--- src/rtl/fsqrt_r4_pkg.sv ---
// Shared types and default iteration counts for the radix-4 SRT square-root sequencer.
// The fp64 iteration count also covers the unused format code 2'b11.
package fsqrt_r4_pkg;

   typedef enum logic [2:0] {
      IDLE,
      PRE,
      ITER,
      POST,
      DONE
   } state_t;

   typedef enum logic [1:0] {
      FMT_F16 = 2'b00,
      FMT_F32 = 2'b01,
      FMT_F64 = 2'b10
   } fmt_t;

   localparam int DEF_ITER_F16 = 6;
   localparam int DEF_ITER_F32 = 13;
   localparam int DEF_ITER_F64 = 27;
   localparam int DEF_CNT_W    = 5;

   function automatic int iter_num(input fmt_t fmt,
                                   input int n16 = DEF_ITER_F16,
                                   input int n32 = DEF_ITER_F32,
                                   input int n64 = DEF_ITER_F64);
      case (fmt)
         FMT_F16: return n16;
         FMT_F32: return n32;
         default: return n64;
      endcase
   endfunction

endpackage

--- src/rtl/fsqrt_r4_iter_cnt.sv ---
// Loadable iteration down-counter; clear beats load beats decrement, and it saturates at zero.
// Single-cycle update, no backpressure.
module fsqrt_r4_iter_cnt #(
   parameter int CNT_W = 5
) (
   input  logic             clk,
   input  logic             rst,
   input  logic             clr,
   input  logic             load,
   input  logic             dec,
   input  logic [CNT_W-1:0] load_val,
   output logic [CNT_W-1:0] cnt,
   output logic             zero
);

   assign zero = (cnt == '0);

   always_ff @(posedge clk or posedge rst) begin
      if (rst) begin
         cnt <= '0;
      end else if (clr) begin
         cnt <= '0;
      end else if (load) begin
         cnt <= load_val;
      end else if (dec && !zero) begin
         cnt <= cnt - 1'b1;
      end
   end

endmodule

--- src/rtl/fsqrt_r4_ctrl.sv ---
// Radix-4 SRT sqrt sequencer: start -> PRE -> N x ITER -> POST -> DONE; result at N+3 (skip: 3).
// finish_valid_o holds until finish_ready_i; flush_i returns to IDLE from any state.
module fsqrt_r4_ctrl
   import fsqrt_r4_pkg::*;
#(
   parameter int ITER_F16 = DEF_ITER_F16,
   parameter int ITER_F32 = DEF_ITER_F32,
   parameter int ITER_F64 = DEF_ITER_F64,
   parameter int CNT_W    = DEF_CNT_W
) (
   input  logic             clk,
   input  logic             rst,
   input  logic             start_valid_i,
   output logic             start_ready_o,
   input  logic [1:0]       fmt_i,
   input  logic             skip_iter_i,
   input  logic             flush_i,
   output logic             init_en_o,
   output logic             iter_en_o,
   output logic             last_iter_o,
   output logic             post_en_o,
   output logic [CNT_W-1:0] iter_cnt_o,
   output logic             finish_valid_o,
   input  logic             finish_ready_i,
   output logic             busy_o
);

   state_t           state;
   state_t           state_nxt;
   fmt_t             fmt_q;
   logic             skip_q;
   logic             start_hs;
   logic             cnt_load;
   logic [CNT_W-1:0] cnt_load_val;
   logic [CNT_W-1:0] cnt;
   logic             cnt_zero;

   assign start_hs     = start_valid_i && start_ready_o;
   assign cnt_load     = (state == PRE) && !skip_q;
   assign cnt_load_val = CNT_W'(iter_num(fmt_q, ITER_F16, ITER_F32, ITER_F64) - 1);

   fsqrt_r4_iter_cnt #(
      .CNT_W(CNT_W)
   ) u_iter_cnt (
      .clk      (clk),
      .rst      (rst),
      .clr      (flush_i),
      .load     (cnt_load),
      .dec      (state == ITER),
      .load_val (cnt_load_val),
      .cnt      (cnt),
      .zero     (cnt_zero)
   );

   always_ff @(posedge clk or posedge rst) begin
      if (rst) begin
         fmt_q  <= FMT_F16;
         skip_q <= 1'b0;
      end else if (start_hs) begin
         fmt_q  <= (fmt_i == 2'b11) ? FMT_F64 : fmt_t'(fmt_i);
         skip_q <= skip_iter_i;
      end
   end

   always_ff @(posedge clk or posedge rst) begin
      if (rst) begin
         state <= IDLE;
      end else begin
         state <= state_nxt;
      end
   end

   always_comb begin
      state_nxt = state;
      if (flush_i) begin
         state_nxt = IDLE;
      end else begin
         case (state)
            IDLE:    if (start_valid_i) state_nxt = PRE;
            PRE:     state_nxt = skip_q ? POST : ITER;
            ITER:    if (cnt_zero) state_nxt = POST;
            POST:    state_nxt = DONE;
            DONE:    if (finish_ready_i) state_nxt = IDLE;
            default: state_nxt = IDLE;
         endcase
      end
   end

   always_comb begin
      start_ready_o  = (state == IDLE) && !flush_i;
      init_en_o      = (state == PRE);
      iter_en_o      = (state == ITER);
      last_iter_o    = (state == ITER) && cnt_zero;
      post_en_o      = (state == POST);
      finish_valid_o = (state == DONE);
      iter_cnt_o     = (state == ITER) ? cnt : '0;
      busy_o         = (state != IDLE);
   end

endmodule
--- config.mk ---
export PLATFORM = sky130hd
export DESIGN_NAME = fsqrt_r4_ctrl
export DESIGN_NICKNAME = d
export VERILOG_FILES = /design/src/rtl/fsqrt_r4_pkg.sv /design/src/rtl/fsqrt_r4_iter_cnt.sv /design/src/rtl/fsqrt_r4_ctrl.sv
export SDC_FILE = /design/constraint.sdc
export NUM_CORES = 1
export LEC_CHECK = 0
export BUFFER_PORTS_ARGS = -buffer_cell sky130_fd_sc_hd__buf_2
export CORE_MARGIN = 4
export CORE_UTILIZATION = 51
export DETAILED_ROUTE_END_ITERATION = 6
export PLACE_DENSITY = 0.88
export SYNTH_ARGS = -nofsm -noshare
export SYNTH_HDL_FRONTEND = slang
export SYNTH_HIERARCHICAL = 1
export SYNTH_SLANG_ARGS = --single-unit
--- constraint.sdc ---
create_clock -name clk -period 2.7 [get_ports clk]
set_input_delay 0.54 -clock clk [delete_from_list [all_inputs] [get_ports clk]]
set_output_delay 0.54 -clock clk [all_outputs]
set_load 0.005 [all_outputs]
==> run summary, run 1 <==
sequential power share = 0.330
Worst Path Class, Setup = flip-flop to primary output
cell count after synthesis = 80
number of enable flip-flop cells after synthesis = 0
top cell type by total area after synthesis = dfrtp_1
drt total wl = 1647 um
ys flop type = dfrtp_1
antenna violations before repair = 0
max incr delay on CP = 0.53 ns
DRT antenna net count = 0
Synth top area share = 0.3465
Max VDD drop = 0.0005541 V
via density per instance = 5.632
unrepaired setup endpoints after global routing = false
# setup viols final = 0
CP required = 2.16 ns
gr usage total = 0.1784
Post-Route Skew = 0.01405 ns
worst-skew pair later-pin latency = 0.27 ns
CP most frequent cell = inv_1
wire per inst = 14.08 um
First-pass DRT Iterations = 5
startpoint types = flip-flop
Net Sw Power = 0.0004103 W
crit path buf inv count = 3
Num CTS Buffers = 3
clock sinks = 11
Max Clk Rate = 429.6 MHz
Placeable Area = 1383 um2
Die Y = 47.47 um
Syn. warnings = 6
FF+latch count, synth = 11
Worst Hold Slack = 0.1700 ns
Area contributors post-synth = dfrtp_1, inv_1, and2_1
vias post-DR = 659
crit path time final = 2.328 ns
switching share of power = 0.4300
Placed Area = 889.6 um2
Slew @ Worst Pin = 0.3638 ns
DRC Markers = 0
Die Span X = 47.47 um
pin count of the biggest net entering global routing = 15
sequential share of the synthesized area = 0.3465
Synth Cell Area = 794.5 um2
Worst R2R End = u_iter_cnt/cnt[2]
num rows = 13
Clock power frac = 0.119
CP Max Fanout = 7
GPL Wtd Cong = 0.8343
count of cell types in the netlist = 33
Reg-to-Reg Start = state[1]
worst hold path class = input port to async pin
CP Capture Type = primary output
PortBufs = 19
Lkg Pwr = 0.4462 nW
Final Instance Area = 915.9 um2
Antenna diodes = 0
ys async rst share = 1.000
number of hold buffers added after cts = 0
P per Cell Area = 1042 nW/um2
Avg Cell Area, Syn = 9.931 um2
commonest non-fill, non-tap cell in the layout = buf_2
reg2reg setup slack = 0.88 ns
IO Count = 20
CTS tree = built
Pint = 0.0005439 W
endpoints failing hold = 0
share of cells above drive strength 1 = 0.3333
cell family with most CP delay = simple AND/OR/NAND/NOR gates
post-DP HPWL = 1258 um
max_slew headroom = 0.7575
Syn-to-layout area delta = 15.28%
global-route wire length before repair = 2808 um
die area = 2253 um2
post-cts resize count = 0
Mapped Nets = 91
number of fill cells = 113
number of DRC violations after detailed-routing iteration 0 = 17
number of global-route vias before repair = 668
part of the power in combinational logic = 0.551
CP arrival = 1.79 ns
H-tree levels = 1
Max Cap Viol = 0
Worst Reg-to-Reg Cells = 5
most frequent cells in the layout = buf_2, inv_1, dfrtp_1, and2_1
clock transition at the registers of the reported paths = 0.08 ns
Clk Tree Root Cell = clkbuf_4
Final Slew Violations = 0
# Post-CTS Setup Buffers = 0
setup TNS = 0 ns
Max clock buf depth = 2
slowest CP cell = or4b_4
initial cell density of the core = 0.5747
GRT overflow = 0
status = completed
Period Utilization, post-route = 0.8622
NumNets Final = 114
crit path cell chain = inv_1 -> ha_1 -> or4b_4 -> inv_1 -> and2_1 -> buf_2
logic make-up (layout without fill, tap and decap cells):
kind of cell / Yosys count / after routing / share of synthesized area
AND/OR/NAND/NOR: 35 / 35 / 0.2977
buffers and inverters: 14 / 36 / 0.09449
AO/OA/AOI/OAI: 12 / 12 / 0.1480
flip-flops: 11 / 11 / 0.3465
multiplexers: 4 / 4 / 0.05512
adder cells (fa/ha/maj): 3 / 3 / 0.04725
XOR/XNOR: 1 / 1 / 0.01103
cell usage after synthesis, types with 2 or more instances:
cell type	n
a21oi_1	3
a311oi_1	2
and2_1	6
buf_6	3
dfrtp_1	11
ha_1	3
inv_1	11
mux2_1	3
nand2_1	2
nor2_1	4
nor2b_1	3
nor3_1	4
nor3b_1	4
or2_2	2
registers in the layout (all words and copies together), names as in the netlist:
name	count
u_iter_cnt/cnt	5
state	3
fmt_q	2
skip_q	1
power groups by stage:
stage	Combinational [W]	Sequential, W	Clock (W)
2_1_floorplan	0.000488	0.000271	0
6_report	0.000526	0.000315	0.000114
4_1_cts	0.000527	0.000313	0.000118
5_1_grt	0.000586	0.000331	0.000129
3_3_place_gp	0.000500	0.000310	0
3_5_place_dp	0.000523	0.000316	0
layout make-up:
cell class / count / area (um2) / share of cell area
Clock buffer: 4 / 26.28 / 0.02869
Inverter: 11 / 41.29 / 0.04508
Sequential cell: 11 / 275.3 / 0.3005
Multi-Input combinational cell: 55 / 444.2 / 0.4850
Tap cell: 15 / 18.77 / 0.02049
Timing Repair Buffer: 21 / 110.1 / 0.1202
per-layer routing:
layer | share of wire | track usage | vias to the layer above
li1 | - | - | 320
met1 | 0.42 | 0.1963 | 321
met2 | 0.52 | 0.3289 | 16
met3 | 0.048 | 0.03759 | 2
met4 | 0.0061 | 0.07182 | 0
met5 | 0 | 0 | -
worst register-to-register path, cell delays in order (launching register included):
cell and delay [ns]:
dfrtp_1 0.57, nor3b_1 0.24, buf_4 0.22, nand2_1 0.10
or3_1 0.35, a221oi_1 0.25
how the worst max path moves through the flow:
stage	start	to	slack, ns	cells after the start
6_report	u_iter_cnt/cnt[1]	last_iter_o	0.37	6
5_1_grt	u_iter_cnt/cnt[1]	last_iter_o	0.25	6
4_1_cts	u_iter_cnt/cnt[1]	last_iter_o	0.36	6
3_5_place_dp	u_iter_cnt/cnt[1]	last_iter_o	0.65	6
3_3_place_gp	u_iter_cnt/cnt[1]	last_iter_o	0.70	6
2_1_floorplan	state[0]	u_iter_cnt/cnt[2]	0.43	5
per-stage QoR:
step,util,setup slack (ns),power [W],instances
3_5_place_dp,0.6434,0.6482,0.0008387,113
5_1_grt,0.6624,0.2488,0.001046,117
6_report,0.6624,0.3720,0.0009542,117
2_1_floorplan,-,0.4342,0.0007591,80
3_3_place_gp,0.6434,0.6963,0.0008095,113
4_1_cts,0.6624,0.3587,0.0009578,117
Note: power is estimated with default switching activity, not from simulation.
==> inputs of run 2 (changes only) <==
==> constraint.sdc (replaced) <==
create_clock -name clk -period 2.7 [get_ports clk]
set_input_delay 0 -clock clk [delete_from_list [all_inputs] [get_ports clk]]
set_output_delay 0 -clock clk [all_outputs]
set_load 0.005 [all_outputs]
==> run 2 against run 1 <==
Against the previous run: setup slack better by 0.30 ns; utilization is 1.6 points higher; via count is 5.3% higher; cell area is 2.5% higher; sequential cell count stayed put; global-route usage is 1.4 points higher; combinational power is 3% higher; hold slack worse by 0.12 ns; sequential share of layout area is 0.72 points lower; non-clock buffer count is 2 higher; first-iteration DRC count is 5.9% higher; critical path type is now flip-flop to flip-flop; largest power group unchanged.
==> run summary, run 2 (synthesized netlist as in run 1, its figures left out) <==
CP Max Fanout = 9 (+2)
Reg with most FFs = u_iter_cnt/cnt
initial cell density of the core = 0.5747 (unchanged)
CP required = 2.92 ns (+0.76 ns)
number of fill cells = 113 (unchanged)
Max Cap Viol = 0 (unchanged)
CP Launch Point = state[0]
gr usage total = 0.1920 (+0.01352)
Lkg Pwr = 0.4534 nW (+1.6%)
Worst Path Class, Setup = flip-flop to flip-flop
status = completed
Period Utilization, post-route = 0.7500 (-0.1123)
max_slew headroom = 0.5845 (-0.1730)
startpoint types = flip-flop
number of DRC violations after detailed-routing iteration 0 = 18 (+1)
Antenna diodes = 0 (unchanged)
commonest non-fill, non-tap cell in the layout = buf_2
Die Y = 47.47 um (unchanged)
setup TNS = 0 ns (unchanged)
wire per inst = 15.61 um (+11%)
worst hold path class = input port to flip-flop
# Post-CTS Setup Buffers = 0 (unchanged)
Slew @ Worst Pin = 0.6219 ns (+0.2582 ns)
worst-skew pair later-pin latency = 0.28 ns (about the same)
register area = 275.3 um2 (unchanged)
DRC Markers = 0 (unchanged)
via density per instance = 5.832 (+3.5%)
Non-Filler Instances = 119 (+1.7%)
Final Slew Violations = 0 (unchanged)
Die Span X = 47.47 um (unchanged)
P per Cell Area = 1042 nW/um2 (about the same)
CP Capture Type = flip-flop
drt total wl = 1858 um (+13%)
NumNets Final = 116 (+1.8%)
Placeable Area = 1383 um2 (unchanged)
First-pass DRT Iterations = 4 (-1)
GRT overflow = 0 (unchanged)
crit path time final = 2.025 ns (-0.3031 ns)
Syn-to-layout area delta = 18.11%
Num CTS Buffers = 3 (unchanged)
endpoints failing hold = 0 (unchanged)
pin count of the biggest net entering global routing = 15 (unchanged)
most frequent cells in the layout = buf_2, inv_1, dfrtp_1, and2_1
H-tree levels = 1 (unchanged)
Max Clk Rate = 493.8 MHz (+15%)
global-route wire length before repair = 2960 um (+5.4%)
die area = 2253 um2 (unchanged)
PortBufs = 19 (unchanged)
top flop regs = u_iter_cnt/cnt: 5 flops, state: 3 flops, fmt_q: 2 flops
vias post-DR = 694 (+5.3%)
num rows = 13 (unchanged)
multi-input logic area = 444.2 um2 (unchanged)
unrepaired setup endpoints after global routing = false
clock transition at the registers of the reported paths = 0.08 ns (about the same)
Max VDD drop = 0.0006587 V (+19%)
post-cts resize count = 0 (unchanged)
post-DP HPWL = 1357 um (+7.9%)
number of hold buffers added after cts = 3 (+3)
# setup viols final = 0 (unchanged)
GPL Wtd Cong = 0.8219 (-1.5%)
max reg flops = 5 (unchanged)
DRT antenna net count = 0 (unchanged)
number of global-route vias before repair = 653 (-2.2%)
antenna violations before repair = 0 (unchanged)
Post-Place Cells = 112 (-0.88%)
Hold Crit Start = fmt_i[0]
CTS tree = built
Max clock buf depth = 2 (unchanged)
CP arrival = 2.24 ns (+0.45 ns)
clock sinks = 11 (unchanged)
Reg-to-Reg Start = state[0]
Post-Route Skew = 0.005909 ns (-0.008143 ns)
Clk Tree Root Cell = clkbuf_4
share of cells above drive strength 1 = 0.3173 (-0.01603)
IO Count = 20 (unchanged)
==> run 2: changes by cell type in the layout (fill, tap and decap cells not counted) <==
cell	change
dlygate4sd3_1	+3
buf_4	-1
==> run 2: critical path, stage by stage, from the launching register on <==
cell and delay [ns]:
dfrtp_1 0.53, nor3b_1 0.27, nor2b_1 0.55, inv_1 0.21, nor3b_1 0.26, a311o_1 0.15
==> run 2: worst paths after layout <==
check                                     to  slack, ns  depth (start not counted)
min in group asynchronous  u_iter_cnt/cnt[4]       0.18                          3
hold reg to reg                     fmt_q[1]       0.53                          1
max in group asynchronous           state[1]       2.31                          3
hold / removal                      fmt_q[0]       0.05                          3
setup / recovery           u_iter_cnt/cnt[1]       0.68                          5
setup reg to reg           u_iter_cnt/cnt[1]       0.68                          5
==> run 2: area by class of cell <==
type,instances,share of cell area
Sequential cell,11,0.2933
Clock buffer,4,0.02800
Tap cell,15,0.02000
Inverter,11,0.04400
Timing Repair Buffer,23,0.1413
Multi-Input combinational cell,55,0.4733
==> run 2: power by group <==
group	leakage (nW)	internal [W]	switching, W
sequential	0.145	0.000228	0.0000889
clock	0.0150	0.0000573	0.0000608
combinational	0.294	0.000258	0.000285
total	0.453	0.000543	0.000435
==> run 2: metrics by stage <==
step	utilization	hold slack [ns]	worst slack [ns]	total power, W	instance area, um2
final	0.6787	0.04891	0.6751	0.0009781	938.4
after global routing	0.6787	0.06982	0.4510	0.001055	938.4
after floorplan	-	-0.2215	0.4342	0.0007591	794.5
after detailed placement	0.6380	-0.06983	0.7263	0.0008542	882.1
after global placement	0.6380	-0.07643	0.8523	0.0008202	882.1
after CTS	0.6787	0.05024	0.6763	0.0009788	938.4
==> run 2: metal layers <==
metal,vias to the layer above,wire length (um),global-route usage,part of all wire
li1,326,-,-,-
met1,340,750,0.2227,0.40
met2,23,983,0.3422,0.53
met3,5,85,0.02256,0.046
met4,0,39,0.09945,0.021
met5,-,0,0,0
==> inputs of run 3 (changes only) <==
--- a/config.mk
+++ b/config.mk
@@ -5,11 +5,12 @@
 export SDC_FILE = /design/constraint.sdc
 export NUM_CORES = 1
 export LEC_CHECK = 0
+export ABC_AREA = 1
 export BUFFER_PORTS_ARGS = -buffer_cell sky130_fd_sc_hd__buf_2
 export CORE_MARGIN = 4
-export CORE_UTILIZATION = 51
+export CORE_UTILIZATION = 46
 export DETAILED_ROUTE_END_ITERATION = 6
-export PLACE_DENSITY = 0.88
+export PLACE_DENSITY = 0.84
 export SYNTH_ARGS = -nofsm -noshare
 export SYNTH_HDL_FRONTEND = slang
 export SYNTH_HIERARCHICAL = 1
==> constraint.sdc (replaced) <==
create_clock -name clk -period 1.8 [get_ports clk]
set_input_delay 0 -clock clk [delete_from_list [all_inputs] [get_ports clk]]
set_output_delay 0 -clock clk [all_outputs]
set_load 0.005 [all_outputs]
==> run 3 against run 2 <==
Against the previous run: utilization down 5.0 points; largest power group unchanged; non-clock buffer count up 2; setup slack worse by 0.52 ns; sequential cell count unchanged; register-to-register slack worse by 0.52 ns; routed wire length up 0.32%.
==> run summary, run 3 <==
Die Span X = 49.56 um (+4.4%)
Antenna diodes = 0 (unchanged)
setup TNS = 0 ns (unchanged)
Num CTS Buffers = 3 (unchanged)
CP Launch Point = state[2]
clock sinks = 11 (unchanged)
CP Capture Type = flip-flop
antenna violations before repair = 0 (unchanged)
part of the power in combinational logic = 0.586 (+0.031)
Syn-to-layout area delta = 24.72%
pin count of the biggest net entering global routing = 9 (-6)
Post-Place Cells = 152 (+36%)
share of cells above drive strength 1 = 0.2345 (-0.08282)
# setup viols final = 0 (unchanged)
post-DP HPWL = 1411 um (+4.0%)
worst-skew pair later-pin latency = 0.27 ns (about the same)
Final Slew Violations = 0 (unchanged)
Pwr Total = 0.001561 W (+60%)
num rows = 14 (+1)
main combinational cell family by area after synthesis = simple AND/OR/NAND/NOR gates
H-tree levels = 1 (unchanged)
crit path time final = 1.650 ns (-0.3753 ns)
initial cell density of the core = 0.5040 (-0.07069)
drt total wl = 1864 um (+0.32%)
number of global-route vias before repair = 801 (+23%)
ys flop type = dfrtp_1
busiest grt layer = met2
Die Y = 49.56 um (+4.4%)
PortBufs = 19 (unchanged)
endpoints failing hold = 0 (unchanged)
Clk Tree Root Cell = clkbuf_4
First-pass DRT Iterations = 5 (+1)
Area contributors post-synth = dfrtp_1, nand2_1, inv_1
Avg Cell Area, Syn = 6.791 um2 (-32%)
most frequent cell after synthesis = nand2_1
mux share of post-synthesis cell area = 0 (-0.05512)
Synth Area in XOR/XNOR = 0.01102 (unchanged)
clock transition at the registers of the reported paths = 0.06 ns (-0.02 ns)
number of DRC violations after detailed-routing iteration 0 = 16 (-2)
Syn. warnings = 6 (unchanged)
GRT overflow = 0 (unchanged)
count of cell types in the netlist = 21 (-36%)
Max Cap Viol = 0 (unchanged)
Max Clk Rate = 606.2 MHz (+23%)
wire per inst = 11.58 um (-26%)
number of enable flip-flop cells after synthesis = 0 (unchanged)
simple-gate portion of the synthesized area = 0.3906 (+0.09291)
CTS tree = built
met1 Track Usage GR = 0.2172 (-0.005509)
Pint = 0.0007921 W (+46%)
Worst R2R End = fmt_q[0]
startpoint types = flip-flop
most frequent cells in the layout = nand2_1, inv_1, buf_2, nor2_1, dfrtp_1
max reg flops = 5 (unchanged)
via density per instance = 5.124 (-12%)
Max clock buf depth = 2 (unchanged)
ys async rst share = 1.000 (unchanged)
FF+latch count, synth = 11 (unchanged)
GR Layer Usage met3 = 0.02711 (+0.004552)
max_slew headroom = 0.8082 (+0.2237)
Hold Crit Start = flush_i
Compound-Gate Fraction of Synth Area = 0.06772 (-0.08031)
Reg-to-Reg Start = state[2]
top flop regs = u_iter_cnt/cnt: 5 flops, state: 3 flops, fmt_q: 2 flops
GPL Wtd Cong = 0.9155 (+11%)
Worst Path Class, Setup = flip-flop to flip-flop
unrepaired setup endpoints after global routing = false
Worst Reg-to-Reg Cells = 6 (+1)
gr usage total = 0.1773 (-0.01462)
worst hold path class = input port to flip-flop
status = completed
CP arrival = 1.86 ns (-0.38 ns)
Reg with most FFs = u_iter_cnt/cnt
Post-Route Skew = 0.006286 ns (+0.0003771 ns)
sequential power share = 0.309 (-0.015)
die area = 2456 um2 (+9.0%)
vias post-DR = 825 (+19%)
Synth Cell Area = 794.5 um2 (unchanged)
Critical Path Sink = fmt_q[0]
grt met2 use = 0.3084 (-0.03388)
Placeable Area = 1577 um2 (+14%)
post-synthesis adder-cell area fraction = 0.04724 (unchanged)
Lkg Pwr = 0.5717 nW (+26%)
DRC Markers = 0 (unchanged)
Max VDD drop = 0.0007586 V (+15%)
most frequent cells after synthesis = nand2_1, inv_1, nor2_1, dfrtp_1, nand4_1
commonest non-fill, non-tap cell in the layout = nand2_1
Synth top area share = 0.3465 (unchanged)
P per Cell Area = 1576 nW/um2 (+51%)
global-route wire length before repair = 3415 um (+15%)
Clock power frac = 0.106 (-0.015)
CP Max Fanout = 6 (-3)
switching share of power = 0.4927 (+0.04794)
CP required = 2.01 ns (-0.91 ns)
IO Count = 20 (unchanged)
DRT antenna net count = 0 (unchanged)
Net Sw Power = 0.0007693 W (+77%)
Period Utilization, post-route = 0.9165 (+0.1665)
reg2reg setup slack = 0.15 ns (-0.52 ns)
Mapped Nets = 128 (+41%)
top cell type by total area after synthesis = dfrtp_1
cell count after synthesis = 117 (+46%)
Slew @ Worst Pin = 0.2874 ns (-0.3346 ns)
Non-Filler Instances = 161 (+35%)
NumNets Final = 157 (+35%)
sequential share of the synthesized area = 0.3465 (unchanged)
run 3: changes by cell type after synthesis, sizes merged, moves of 3 or more:
cell   delta
o21ai     +4
nor2b     -3
nand4     +7
and2      -6
nand3     +4
nor3b     -4
nand2    +31
inv      +16
mux2      -3
nor2     +13
run 3: cells by family after synthesis:
logic type / count (synthesis)
DFF: 11
adders and majority gates: 3
AOI/OAI and AO/OA: 8
and+or+nand+nor: 66
buffers and inverters: 28
xor gates and xnor gates: 1
run 3: stage by stage:
stage	area (um2)	hold WS, ns	setup WS (ns)	utilization
floorplan	794.5	-0.2215	0.3789	-
global placement	909.6	-0.07919	0.4447	0.5770
detailed placement	909.6	-0.07706	0.3582	0.5770
CTS	985.9	0.005398	0.1351	0.6254
global route	991.0	0.01185	0.008970	0.6286
finish	991.0	0.01560	0.1504	0.6286
run 3: worst min path at each step:
stage                        endpoint  depth (start not counted)
floorplan           u_iter_cnt/cnt[0]                          1
global placement    u_iter_cnt/cnt[3]                          2
detailed placement  u_iter_cnt/cnt[0]                          2
CTS                          state[1]                          2
global route                 state[1]                          2
finish                       state[1]                          2
run 3: routing by layer:
metal | wire (um) | vias up
met1 | 820 | 368
li1 | - | 417
met3 | 97 | 4
met5 | 0 | -
met4 | 23 | 0
met2 | 922 | 36
run 3: final cells by class:
cell class / count / area [um2]
Tap cell: 16 / 20.02
Sequential cell: 11 / 275.3
Fill cell: 149 / 585.6
Timing Repair Buffer: 25 / 152.6
Inverter: 27 / 101.3
Multi-Input combinational cell: 78 / 415.4
Clock buffer: 4 / 26.28
run 3: worst max-delay path, stage by stage (launching register included):
cell and delay (ns):
dfrtp_1 0.45, nor2_2 0.19, nand3_2 0.16, nor2_2 0.12
nand2_1 0.06, dlygate4sd3_1 0.55, nand2_1 0.06
run 3: power by group through the flow:
stage               clock network [W]  registers [W]  logic (W)
detailed placement                  0       0.000475   0.000897
CTS                          0.000171       0.000473   0.000913
floorplan                           0       0.000446   0.000698
global route                 0.000186       0.000498    0.00105
finish                       0.000165       0.000482   0.000914
global placement                    0       0.000471   0.000869
run 3: timing repair:
item	CTS	global route
endpoints found under the hold margin	14	0
resized for setup	0	1
buffers inserted	0	0
hold buffers	5	0
setup endpoints to repair	0	1
